<file path="config.mk">
export PLATFORM = sky130hd
export DESIGN_NAME = instruction_fetch
export DESIGN_NICKNAME = d
export VERILOG_FILES = /design/src/rtl/instruction_fetch.sv
export SDC_FILE = /design/constraint.sdc
export NUM_CORES = 1
export LEC_CHECK = 0
export CAP_MARGIN = 10
export CORE_MARGIN = 2
export CORE_UTILIZATION = 46
export DETAILED_ROUTE_END_ITERATION = 10
export PLACE_DENSITY = 0.77
export SYNTH_ARGS = -nofsm -noshare
export SYNTH_HDL_FRONTEND = slang
export SYNTH_SLANG_ARGS = --single-unit
</file>
<file path="constraint.sdc">
create_clock -name clk -period 2 [get_ports clk]
set_input_delay 0.4 -clock clk [delete_from_list [all_inputs] [get_ports clk]]
set_output_delay 0.4 -clock clk [all_outputs]
set_load 0.005 [all_outputs]
</file>
<file path="src/rtl/instruction_fetch.sv">
// Fetch stage: owns the PC, issues one word request at a time to instruction
// memory (any response latency) and presents one instruction to decode.
// Taken branches redirect the PC and squash in-flight fetches. One response
// can be parked in a hold buffer while decode stalls. A redirect to a
// non-word-aligned target halts fetch until reset.
module instruction_fetch #(
    parameter logic [31:0] RESET_PC = 32'h0000_0000
) (
    input  logic        clk,
    input  logic        reset,
    output logic        imem_req,
    output logic [31:0] imem_addr,
    input  logic        imem_rvalid,
    input  logic [31:0] imem_rdata,
    input  logic        stall,
    input  logic        branch,
    input  logic        zero,
    input  logic [31:0] branch_target,
    output logic [31:0] instr,
    output logic [31:0] instr_pc,
    output logic        instr_valid,
    output logic [6:0]  opcode,
    output logic        misaligned_err
);

    localparam logic [1:0] S_FETCH = 2'd0;
    localparam logic [1:0] S_WAIT  = 2'd1;
    localparam logic [1:0] S_HOLD  = 2'd2;
    localparam logic [1:0] S_HALT  = 2'd3;

    logic [1:0]  state_reg, state_next;
    logic [31:0] pc_reg, pc_next;
    logic [31:0] out_word_reg, out_word_next;
    logic [31:0] out_pc_reg, out_pc_next;
    logic        out_valid_reg, out_valid_next;
    logic [31:0] hold_word_reg, hold_word_next;
    logic [31:0] hold_pc_reg, hold_pc_next;
    logic        hold_valid_reg, hold_valid_next;
    logic        drop_reg, drop_next;
    logic        err_reg, err_next;

    logic        consume;
    logic        take;
    logic        target_misaligned;
    logic [31:0] pc_plus4;

    // Decode takes the output word this cycle; a taken branch implies consumption.
    assign consume           = out_valid_reg & ~stall;
    assign take              = out_valid_reg & branch & zero & ~stall;
    assign target_misaligned = (branch_target[1:0] != 2'b00);
    // Natural 32-bit wrap: 0xFFFF_FFFC + 4 -> 0x0000_0000.
    assign pc_plus4          = pc_reg + 32'd4;

    // Request is decoded from state; suppressed while reset is held low.
    assign imem_req       = (state_reg == S_FETCH) & reset;
    assign imem_addr      = pc_reg;
    assign instr          = out_word_reg;
    assign instr_pc       = out_pc_reg;
    assign instr_valid    = out_valid_reg;
    assign opcode         = out_valid_reg ? out_word_reg[6:0] : 7'b000_0000;
    assign misaligned_err = err_reg;

    // Next-state logic: redirect has priority over all normal state activity.
    always_comb begin
        state_next      = state_reg;
        pc_next         = pc_reg;
        out_word_next   = out_word_reg;
        out_pc_next     = out_pc_reg;
        out_valid_next  = out_valid_reg;
        hold_word_next  = hold_word_reg;
        hold_pc_next    = hold_pc_reg;
        hold_valid_next = hold_valid_reg;
        drop_next       = drop_reg;
        err_next        = err_reg;

        if (take) begin
            pc_next         = branch_target;
            out_valid_next  = 1'b0;
            hold_valid_next = 1'b0;
            if (target_misaligned) begin
                // Fetch stops for good; any in-flight response lands outside WAIT.
                state_next = S_HALT;
                err_next   = 1'b1;
                drop_next  = 1'b0;
            end else begin
                case (state_reg)
                    S_FETCH: begin
                        // The request still goes out this cycle; squash its response.
                        drop_next  = 1'b1;
                        state_next = S_WAIT;
                    end
                    S_WAIT: begin
                        if (imem_rvalid) begin
                            // Stale response arrives together with the redirect.
                            drop_next  = 1'b0;
                            state_next = S_FETCH;
                        end else begin
                            drop_next  = 1'b1;
                            state_next = S_WAIT;
                        end
                    end
                    default: begin
                        drop_next  = 1'b0;
                        state_next = S_FETCH;
                    end
                endcase
            end
        end else begin
            if (consume) begin
                out_valid_next = 1'b0;
            end
            case (state_reg)
                S_FETCH: begin
                    state_next = S_WAIT;
                end
                S_WAIT: begin
                    if (imem_rvalid) begin
                        if (drop_reg) begin
                            drop_next  = 1'b0;
                            state_next = S_FETCH;
                        end else if (!out_valid_reg || consume) begin
                            out_word_next  = imem_rdata;
                            out_pc_next    = pc_reg;
                            out_valid_next = 1'b1;
                            pc_next        = pc_plus4;
                            state_next     = S_FETCH;
                        end else begin
                            // Output full and stalled: park the word.
                            hold_word_next  = imem_rdata;
                            hold_pc_next    = pc_reg;
                            hold_valid_next = 1'b1;
                            pc_next         = pc_plus4;
                            state_next      = S_HOLD;
                        end
                    end
                end
                S_HOLD: begin
                    if (consume) begin
                        out_word_next   = hold_word_reg;
                        out_pc_next     = hold_pc_reg;
                        out_valid_next  = hold_valid_reg;
                        hold_valid_next = 1'b0;
                        state_next      = S_FETCH;
                    end
                end
                default: begin
                    state_next = S_HALT;
                end
            endcase
        end
    end

    // State and datapath registers with asynchronous active-low reset.
    always_ff @(posedge clk or negedge reset) begin
        if (!reset) begin
            state_reg      <= S_FETCH;
            pc_reg         <= RESET_PC;
            out_word_reg   <= 32'h0000_0000;
            out_pc_reg     <= 32'h0000_0000;
            out_valid_reg  <= 1'b0;
            hold_word_reg  <= 32'h0000_0000;
            hold_pc_reg    <= 32'h0000_0000;
            hold_valid_reg <= 1'b0;
            drop_reg       <= 1'b0;
            err_reg        <= 1'b0;
        end else begin
            state_reg      <= state_next;
            pc_reg         <= pc_next;
            out_word_reg   <= out_word_next;
            out_pc_reg     <= out_pc_next;
            out_valid_reg  <= out_valid_next;
            hold_word_reg  <= hold_word_next;
            hold_pc_reg    <= hold_pc_next;
            hold_valid_reg <= hold_valid_next;
            drop_reg       <= drop_next;
            err_reg        <= err_next;
        end
    end

endmodule
</file>
==> results of run 1 <==
## cells in the final DEF (no fill, tap or decap), drive strengths merged, types with 4 or more instances in the layout
cell type / n
clkdlybuf4s50: 173
dfrtp: 166
nand2: 82
o21ai: 71
mux2: 66
mux2i: 65
buf: 64
nor2: 38
a21oi: 34
clkbuf: 26
xnor2: 23
and2: 11
nand4: 10
nand3: 9
nor3: 9
nor4: 7
xor2: 6
inv: 6
ha: 5
bufinv: 4
and3: 4
## logic make-up (layout without fill, tap and decap cells)
logic type	after synthesis	count (layout)	synth area share
multiplexers	131	131	0.181
buffers and inverters	48	280	0.0350
XOR/XNOR	29	29	0.0330
AO/OA/AOI/OAI	112	112	0.0755
flip-flops	166	166	0.540
AND/OR/NAND/NOR	183	183	0.126
adder cells (fa/ha/maj)	5	5	0.00814
## path summary, 6_finish.rpt
check | startpoint | to | slack (ns) | cells past startpoint
max | instr_valid | instr_valid | 0.02 | 2
min | reset | instr[25] | 0.07 | 2
max reg2reg | state_reg[0] | instr[13] | 0.04 | 11
min reg2reg | instr[26] | instr[26] | 0.47 | 2
max in group asynchronous | reset | imem_addr[9] | 1.11 | 2
min in group clk | instr[26] | instr[26] | 0.47 | 2
## layout make-up
type	instances	area, um^2
inverters	5	18.8
flip-flops and latches	166	4160
clock inverters	11	174
repair buffers	243	2520
well taps	220	275
fillers	1293	5550
clock buffers	21	450
multi-input cells	460	3320
## routing by layer
metal / part of all wire / routed length [um] / vias to the layer above
met2: 0.48 / 9430 / 162
met1: 0.44 / 8680 / 2886
met3: 0.067 / 1320 / 20
li1: - / - / 2784
met4: 0.012 / 245 / 0
met5: 0 / 0 / -
## what timing repair did
item	CTS	global route
hold buffers	0	0
cloned	0	12
pin swaps	1	3
setup endpoints to repair	10	121
setup buffers	3	5
resized for setup	9	32
## synth_stat cells, drive strengths merged (10+ instances only)
| library cell | number | area (um^2) |
|---|---|---|
| nand2 | 82 | 308 |
| dfrtp | 166 | 4150 |
| o21ai | 71 | 355 |
| buf | 30 | 201 |
| clkbuf | 13 | 48.8 |
| xnor2 | 23 | 201 |
| a21oi | 34 | 170 |
| and2 | 11 | 68.8 |
| nor2 | 38 | 143 |
| mux2 | 66 | 743 |
| mux2i | 65 | 651 |
| nand4 | 10 | 114 |
## worst reg2reg max path, cell delays in order, from the launching register on
cell	delay, ns
dfrtp_1	0.40
buf_6	0.14
ha_4	0.15
buf_6	0.12
and2_4	0.16
o21ai_2	0.13
nand4_1	0.10
buf_4	0.17
buf_6	0.15
clkbuf_16	0.17
nand2_1	0.07
o21ai_1	0.07
## metrics by stage
step	power, uW	setup WS [ns]	setup TNS, ns
after floorplan	9720	0.0760	0
after global placement	13300	-0.148	-10.29
after detailed placement	13600	-0.187	-12.45
after CTS	17200	-0.0119	-0.0225
after global routing	19700	-0.0109	-0.0205
final	18500	0.0244	0
## power by group through the flow
stage	Clock, uW	Combinational, uW	Sequential [uW]
2_1_floorplan	0	3780	5940
3_3_place_gp	0	7400	5910
3_5_place_dp	0	7580	5970
4_1_cts	3540	7700	5920
5_1_grt	3710	9870	6130
6_report	3490	9070	5920
==> metrics.csv, run 1 <==
metric,value,unit
outcome,finished clean,
grt-ovfl-total,0,
synthArstFlopShare,1.00,
viasPerCell,5.20,
critical_path.top_delay_family,buffers and inverters,
stdcell_count,1126,
initialDrtViolationCount,308,
fin_skew,0.00863,ns
io_buffers,175,
nets,968,
drc_errors,0,
grt_max_degree,167,
synthCells,674,
path_clk_slew,0.06,ns
grtUsageTotal,0.215,
ant_nets,0,
syn_area_per_cell,11.4,um^2
busiest_layer,met2,
placedCellCount,1074,
worstHoldPathType,primary input to async pin,
clockRootBuffer,clkbuf_16,
p_sw_frac,0.345,
fmax,506,MHz
utilization,0.663,
dp_hpwl,12500,um
die_y,133,um
cts_tree,done,
design_area,10900,um^2
endpoint_kind,output pin,
ys.flop_type,dfrtp_1,
grt_use_met2,0.346,
dieWidth,133,um
critPathLaunchType,flip-flop,
arrival,1.58,ns
num_rows,47,
critPathSlowestCell,clkdlybuf4s50_1,
dr.pass1.iters,5,
synth_seq_cells,166,
worst_slew_pin_slew,0.945,ns
core,16500,um^2
p_leak,0.00465,uW
numCtsBuffers,17,
p_per_area,1690,nW/um^2
grt_pass1_wl,30300,um
clkPwrFrac,0.189,
rsz0062_at_grt,true,
wl,19700,um
wl_per_cell,17.5,um
drive_gt1_frac,0.222,
synth_cell_type_count,47,
netSwitchingPower,6380,uW
synth-edff-count,0,
synth_warnings,0,
ys_seq_area_frac,0.540,
cp_slowest_stage_delay,0.52,ns
syn_to_final_growth,42.0,%
cts_buffer_depth,2,
insertion_delay,0.42,ns
period_minus_slack,1.98,ns
vias,5852,
cts_htree_levels,4,
placed_cell_area,9970,um^2
period_share,0.988,
synth_area,7690,um^2
cap_violations,0,
setup_viol,0,
relSlewSlack,0.370,
dieArea,17800,um^2
gp_congestion,0.767,
power.share.sequential,0.321,
worst-path-buf-inv,2,
power.internal,12100,uW
peakVddDrop,914,uV
grt_antenna_before_repair,0,
num_antenna_cells,0,
critPathKind,flip-flop to output pin,
grt_pass1_vias,5800,
initial_core_util,0.467,
timing_hold_violations_final,0,
synthesis.nets,749,
pin_count,176,
crit_fanout,9,
drv_slew,0,
cp.required,1.60,ns
clkSinkCount,166,
crit_chain,"buf_4, clkdlybuf4s50_1",
combPwrFrac,0.491,
met3_usage,0.0666,
met1_usage,0.280,
holdWs,0.0669,ns
Power figures use the tool's default switching activity.
==> run 2: changes to the inputs <==
--- a/config.mk
+++ b/config.mk
@@ -10,6 +10,7 @@
 export CORE_UTILIZATION = 46
 export DETAILED_ROUTE_END_ITERATION = 10
 export PLACE_DENSITY = 0.77
+export RECOVER_POWER = 50
 export SYNTH_ARGS = -nofsm -noshare
 export SYNTH_HDL_FRONTEND = slang
 export SYNTH_SLANG_ARGS = --single-unit
==> run 2 against run 1 <==
Net effect:
- the run now ends with max-slew violations left
- wire length barely moved
- total power barely moved
- flip-flop and latch count did not move
- count of clock-buffer cells in the layout did not move
- first-iteration DRC count did not move
- register-to-register slack barely moved
- non-clock buffer count did not move
- clock power barely moved
- clock skew barely moved
- global-route usage did not move
- critical path type unchanged
- critical endpoint unchanged
- highest routed layer unchanged
==> metrics.csv, run 2 (same netlist as run 1, synthesis figures left out) <==
metric,value,unit,change
period_share,0.988,,about the same
regArea,4160,um^2,unchanged
die_y,133,um,unchanged
grtUsageTotal,0.215,,unchanged
num_rows,47,,unchanged
gp_congestion,0.767,,unchanged
drc_errors,0,,unchanged
worstHoldPathType,primary input to async pin,,
grt_pass1_wl,30300,um,unchanged
grt_max_degree,167,,unchanged
numCtsBuffers,17,,unchanged
initialDrtViolationCount,308,,unchanged
cap_violations,0,,unchanged
cts_htree_levels,4,,unchanged
dp_hpwl,12500,um,unchanged
path_clk_slew,0.06,ns,about the same
cts_tree,done,,
wl_per_cell,17.5,um,about the same
drive_gt1_frac,0.221,,-0.00110
crit_fanout,9,,unchanged
io_buffers,175,,unchanged
worstReg2RegEnd,instr[13],,
clkSinkCount,166,,unchanged
pin_count,176,,unchanged
initial_core_util,0.467,,unchanged
r2r_cells,11,,unchanged
dieWidth,133,um,unchanged
grt_pass1_vias,5800,,unchanged
critPathKind,flip-flop to output pin,,
insertion_delay,0.42,ns,about the same
period_minus_slack,1.98,ns,+0.0000764 ns
worst_slew_pin_slew,1.54,ns,+0.595 ns
r2r-start,state_reg[0],,
peakVddDrop,914,uV,about the same
final_cell_mix,"clkdlybuf4s50_1, dfrtp_1, nand2_1, mux2_2, mux2i_1",,
viasPerCell,5.20,,unchanged
cts_buffer_depth,2,,unchanged
grt-ovfl-total,0,,unchanged
critPathLaunchType,flip-flop,,
vias,5852,,unchanged
syn_to_final_growth,41.8,%,
dr.pass1.iters,5,,unchanged
fmax,506,MHz,about the same
relSlewSlack,-0.0266,,-0.397
reg2reg_slack,0.04,ns,about the same
timing_hold_violations_final,0,,unchanged
setup_viol,0,,unchanged
outcome,finished with violations,,
nFillCells,1298,,+0.39%
utilization,0.662,,-0.000988
core,16500,um^2,unchanged
p_leak,0.00464,uW,-0.18%
endpoint_kind,output pin,,
nets,968,,unchanged
ant_nets,0,,unchanged
multi_input_area,3320,um^2,unchanged
p_per_area,1700,nW/um^2,+0.13%
num_antenna_cells,0,,unchanged
arrival,1.58,ns,about the same
grt_antenna_before_repair,0,,unchanged
violations,max-slew violations,,
holdWs,0.461,ns,+0.394 ns
rsz0062_at_grt,true,,
drv_slew,131,,+131
wl,19700,um,about the same
cts_hold_buf,0,,unchanged
fin_skew,0.00864,ns,+0.0000104 ns
mostFrequentLayoutCell,clkdlybuf4s50_1,,
dieArea,17800,um^2,unchanged
cp.required,1.60,ns,about the same
clockRootBuffer,clkbuf_16,,
run 2: layout make-up:
type,count,share of cell area
Sequential cell,166,0.381
Multi-Input combinational cell,460,0.305
Timing Repair Buffer,243,0.230
Clock buffer,21,0.0413
Tap cell,220,0.0253
Clock inverter,11,0.0160
Inverter,5,0.00172
run 2: metrics by stage:
step	worst slack [ns]	power, uW	std cells	TNS, ns	instance area, um^2
after floorplan	0.0760	9720	674	0	7690
after global placement	-0.148	13300	1074	-10.29	9970
after detailed placement	-0.187	13600	1074	-12.45	9970
after CTS	-0.0119	17200	1109	-0.0225	10600
after global routing	-0.0109	19700	1126	-0.0205	10900
final	0.0243	18500	1126	0	10900
run 2: critical path: stages (launching register included):
cell and delay, ns:
dfrtp_2 0.46, buf_4 0.17, clkdlybuf4s50_1 0.52
run 2: power by group:
group / total, uW / leakage, uW / switching [uW] / internal (uW)
Sequential: 5920 / 0.00210 / 1050 / 4870
Clock: 3490 / 0.000294 / 1360 / 2130
Combinational: 9070 / 0.00225 / 3960 / 5100
run 2: metal layers:
metal | track usage | vias up | wire length (um)
met3 | 0.0666 | 20 | 1320
li1 | - | 2784 | -
met4 | 0.0644 | 0 | 245
met1 | 0.280 | 2886 | 8680
met2 | 0.346 | 162 | 9440
met5 | 0 | - | 0
run 2: what timing repair did:
action | CTS | global route
endpoints found under the setup margin | 10 | 121
gates resized for setup | 9 | 32
setup buffers | 3 | 5
pin swaps | 1 | 3
gates cloned | 0 | 12
run 2: worst max-delay path by stage:
| stage | end | depth (start not counted) | start |
|---|---|---|---|
| detailed placement | hold_pc_reg[21] | 5 | imem_rvalid |
| floorplan | hold_word_reg[0] | 7 | state_reg[1] |
| CTS | instr[22] | 10 | state_reg[0] |
| finish | instr_valid | 2 | instr_valid |
| global placement | hold_pc_reg[20] | 5 | imem_rvalid |
| global route | instr_valid | 2 | instr_valid |
==> run 3: changes to the inputs <==
--- a/config.mk
+++ b/config.mk
@@ -5,12 +5,14 @@
 export SDC_FILE = /design/constraint.sdc
 export NUM_CORES = 1
 export LEC_CHECK = 0
+export ABC_AREA = 1
 export CAP_MARGIN = 10
 export CORE_MARGIN = 2
 export CORE_UTILIZATION = 46
 export DETAILED_ROUTE_END_ITERATION = 10
-export PLACE_DENSITY = 0.77
+export PLACE_DENSITY = 0.88
 export RECOVER_POWER = 50
+export SLEW_MARGIN = 20
 export SYNTH_ARGS = -nofsm -noshare
 export SYNTH_HDL_FRONTEND = slang
 export SYNTH_SLANG_ARGS = --single-unit
==> run 3 against run 2 <==
Net effect:
- the flow now finishes without violations
- first-iteration DRC count up 110%
- die area up 4.5%
- core utilization down 2.8 points
- flip-flop and latch count unchanged
- final cell count up 29%
- area after synthesis up 4.7%
- total power down 3.9%
- critical endpoint is now opcode[3]
- count of clock-buffer cells in the layout down 1
==> metrics.csv, run 3 <==
metric,value,unit,change
wl_per_cell,14.7,um,-16%
io_buffers,175,,unchanged
peakVddDrop,825,uV,-9.8%
grt_max_degree,167,,unchanged
cts_buffer_depth,2,,unchanged
die_y,136,um,+2.2%
clkSinkCount,166,,unchanged
ys_seq_area_frac,0.516,,-0.0240
num_rows,48,,+2.1%
grt_antenna_before_repair,0,,unchanged
yosysMostFrequentCell,nand2_1,,
arrival,1.53,ns,-0.05 ns
cts_hold_buf,0,,unchanged
num_antenna_cells,0,,unchanged
syn_area_per_cell,7.72,um^2,-32%
rsz0062_at_grt,true,,
initialDrtViolationCount,639,,+110%
r2r-start,state_reg[1],,
drv_slew,0,,-100%
dp_slack,-0.0530,ns,+0.134 ns
cts_tree,done,,
clockRootBuffer,clkbuf_16,,
wl,21300,um,+8.4%
numCtsBuffers,17,,unchanged
synthesis.nets,1117,,+49%
setup_tns,0,ns,unchanged
min_from,misaligned_err,,
synth_commonest_cells,"nand2_1, nor2_1, dfrtp_1",,
p_total,17800,uW,-3.9%
insertion_delay,0.43,ns,about the same
crit_fanout,9,,unchanged
syn_to_final_growth,35.3,%,
clkPwrFrac,0.199,,+0.010
dieArea,18600,um^2,+4.5%
hold_depth,2,,
fmax,517,MHz,+2.1%
synthCells,1042,,+55%
power.share.sequential,0.339,,+0.018
combPwrFrac,0.461,,-0.030
design_area,10900,um^2,-0.17%
synth_top_cell_area_share,0.516,,-0.0240
synth_area_leaders,"dfrtp_1, nand2_1, a21oi_1, nor2_1, inv_1",,
synth_cell_type_count,33,,-30%
viasPerCell,5.20,,about the same
core,17200,um^2,+4.3%
dieWidth,136,um,+2.2%
drc_errors,0,,unchanged
synth-edff-count,0,,unchanged
p_leak,0.00505,uW,+8.8%
timing_hold_violations_final,0,,unchanged
utilization,0.633,,-0.0285
final_cell_mix,"nand2_1, nor2_1, dfrtp_1, a21oi_1, clkdlybuf4s50_1",,
grt_pass1_wl,34900,um,+15%
dr.pass1.iters,5,,unchanged
outcome,finished clean,,
mostFrequentLayoutCell,nand2_1,,
netSwitchingPower,6750,uW,+5.8%
critPathKind,flip-flop to output pin,,
synth_area,8040,um^2,+4.7%
grtUsageTotal,0.240,,+0.0253
cap_violations,0,,unchanged
vias,7566,,+29%
critPathLaunchType,flip-flop,,
path_clk_slew,0.06,ns,about the same
endpoint_kind,output pin,,
cts_htree_levels,4,,unchanged
cp.required,1.60,ns,about the same
gp_congestion,0.927,,+21%
relSlewSlack,0.0119,,+0.0385
synthArstFlopShare,1.00,,unchanged
pin_count,176,,unchanged
grt-ovfl-total,0,,unchanged
synth_warnings,0,,unchanged
nets,1292,,+33%
fin_ws,0.0657,ns,+0.0414 ns
grt_pass1_vias,7174,,+24%
worstReg2RegEnd,imem_addr[9],,
r2r_cells,8,,-3
period_share,0.967,,-0.0207
synth_top_cell_by_area,dfrtp_1,,
reg2reg_slack,0.14,ns,+0.10 ns
power.internal,11000,uW,-9.0%
worst_slew_pin_slew,1.48,ns,-0.0577 ns
p_sw_frac,0.380,,+0.0348
ys.flop_type,dfrtp_1,,
ant_nets,0,,unchanged
whs_endpoint,misaligned_err,,
synth_seq_cells,166,,unchanged
initial_core_util,0.468,,+0.00152
dp_hpwl,15000,um,+20%
drive_gt1_frac,0.0707,,-0.150
worstHoldPathType,flip-flop to flip-flop,,
setup_viol,0,,unchanged
period_minus_slack,1.93,ns,-0.0414 ns
fin_skew,0.00687,ns,-0.00177 ns
placed_cell_area,10200,um^2,+2.5%
p_per_area,1630,nW/um^2,-3.7%
## run 3: cell types whose count changed after synthesis, sizes merged, moves of 32 or more
cell | previous run | this run
nand3 | 9 | 41
a21oi | 34 | 146
nand2 | 82 | 219
mux2 | 66 | 0
mux2i | 65 | 0
nor2 | 38 | 184
inv | 5 | 104
## run 3: worst max-delay path by stage
stage | start | endpoint | slack (ns) | depth (start not counted)
after global routing | instr_valid | opcode[3] | -0.02 | 3
after global placement | stall | imem_addr[12] | 0.009 | 8
after floorplan | state_reg[1] | imem_addr[17] | 0.32 | 10
after detailed placement | stall | instr[20] | -0.05 | 10
after CTS | instr_valid | opcode[3] | 0.02 | 3
final | instr_valid | opcode[3] | 0.07 | 3
## run 3: per-stage QoR
| stage | cells | hold slack [ns] |
|---|---|---|
| after floorplan | 1042 | 0.104 |
| after global placement | 1417 | 0.456 |
| after detailed placement | 1417 | 0.469 |
| after CTS | 1455 | 0.192 |
| after global routing | 1455 | 0.513 |
| final | 1455 | 0.481 |
## run 3: worst max-delay path, stage by stage (launching register included)
cell and delay (ns):
dfrtp_2 0.48, nand2_1 0.08, inv_1 0.06, clkdlybuf4s50_1 0.49
## run 3: layout make-up
class | instances | area (um^2)
clock inverters | 12 | 175
repair buffers | 211 | 2160
flip-flops and latches | 166 | 4160
multi-input cells | 717 | 3250
fillers | 1444 | 6300
inverters | 104 | 390
well taps | 225 | 282
clock buffers | 20 | 467
## run 3: metal layers
metal | share of wire | GRT usage | up-vias
li1 | - | - | 3714
met2 | 0.48 | 0.388 | 334
met3 | 0.072 | 0.0511 | 46
met5 | 0 | 0 | -
met1 | 0.42 | 0.316 | 3472
met4 | 0.027 | 0.0938 | 0
## run 3: power groups by stage
stage	registers, uW	clock network [uW]	logic, uW
final	6030	3540	8190
after global routing	6210	3760	9160
after CTS	6030	3580	8440
after detailed placement	6090	0	8230
after global placement	6030	0	7890
after floorplan	5890	0	4520
## run 3: cells by family (layout without fill, tap and decap cells)
| logic type | after synthesis | count (layout) | synth area share |
|---|---|---|---|
| xor+xnor | 2 | 2 | 0.00218 |
| buf+inv | 159 | 347 | 0.0851 |
| flops | 166 | 166 | 0.516 |
| compound gates | 255 | 255 | 0.163 |
| fa+ha+maj | 5 | 5 | 0.00778 |
| simple gates | 455 | 455 | 0.226 |
## run 3: repair_timing
item                                   in CTS  in global routing
resized for setup                           6                  4
gates cloned                                0                  0
endpoints found under the hold margin       0                  0
pin swaps                                   1                  0
buffers inserted                            6                  0
setup endpoints to repair                   9                 18
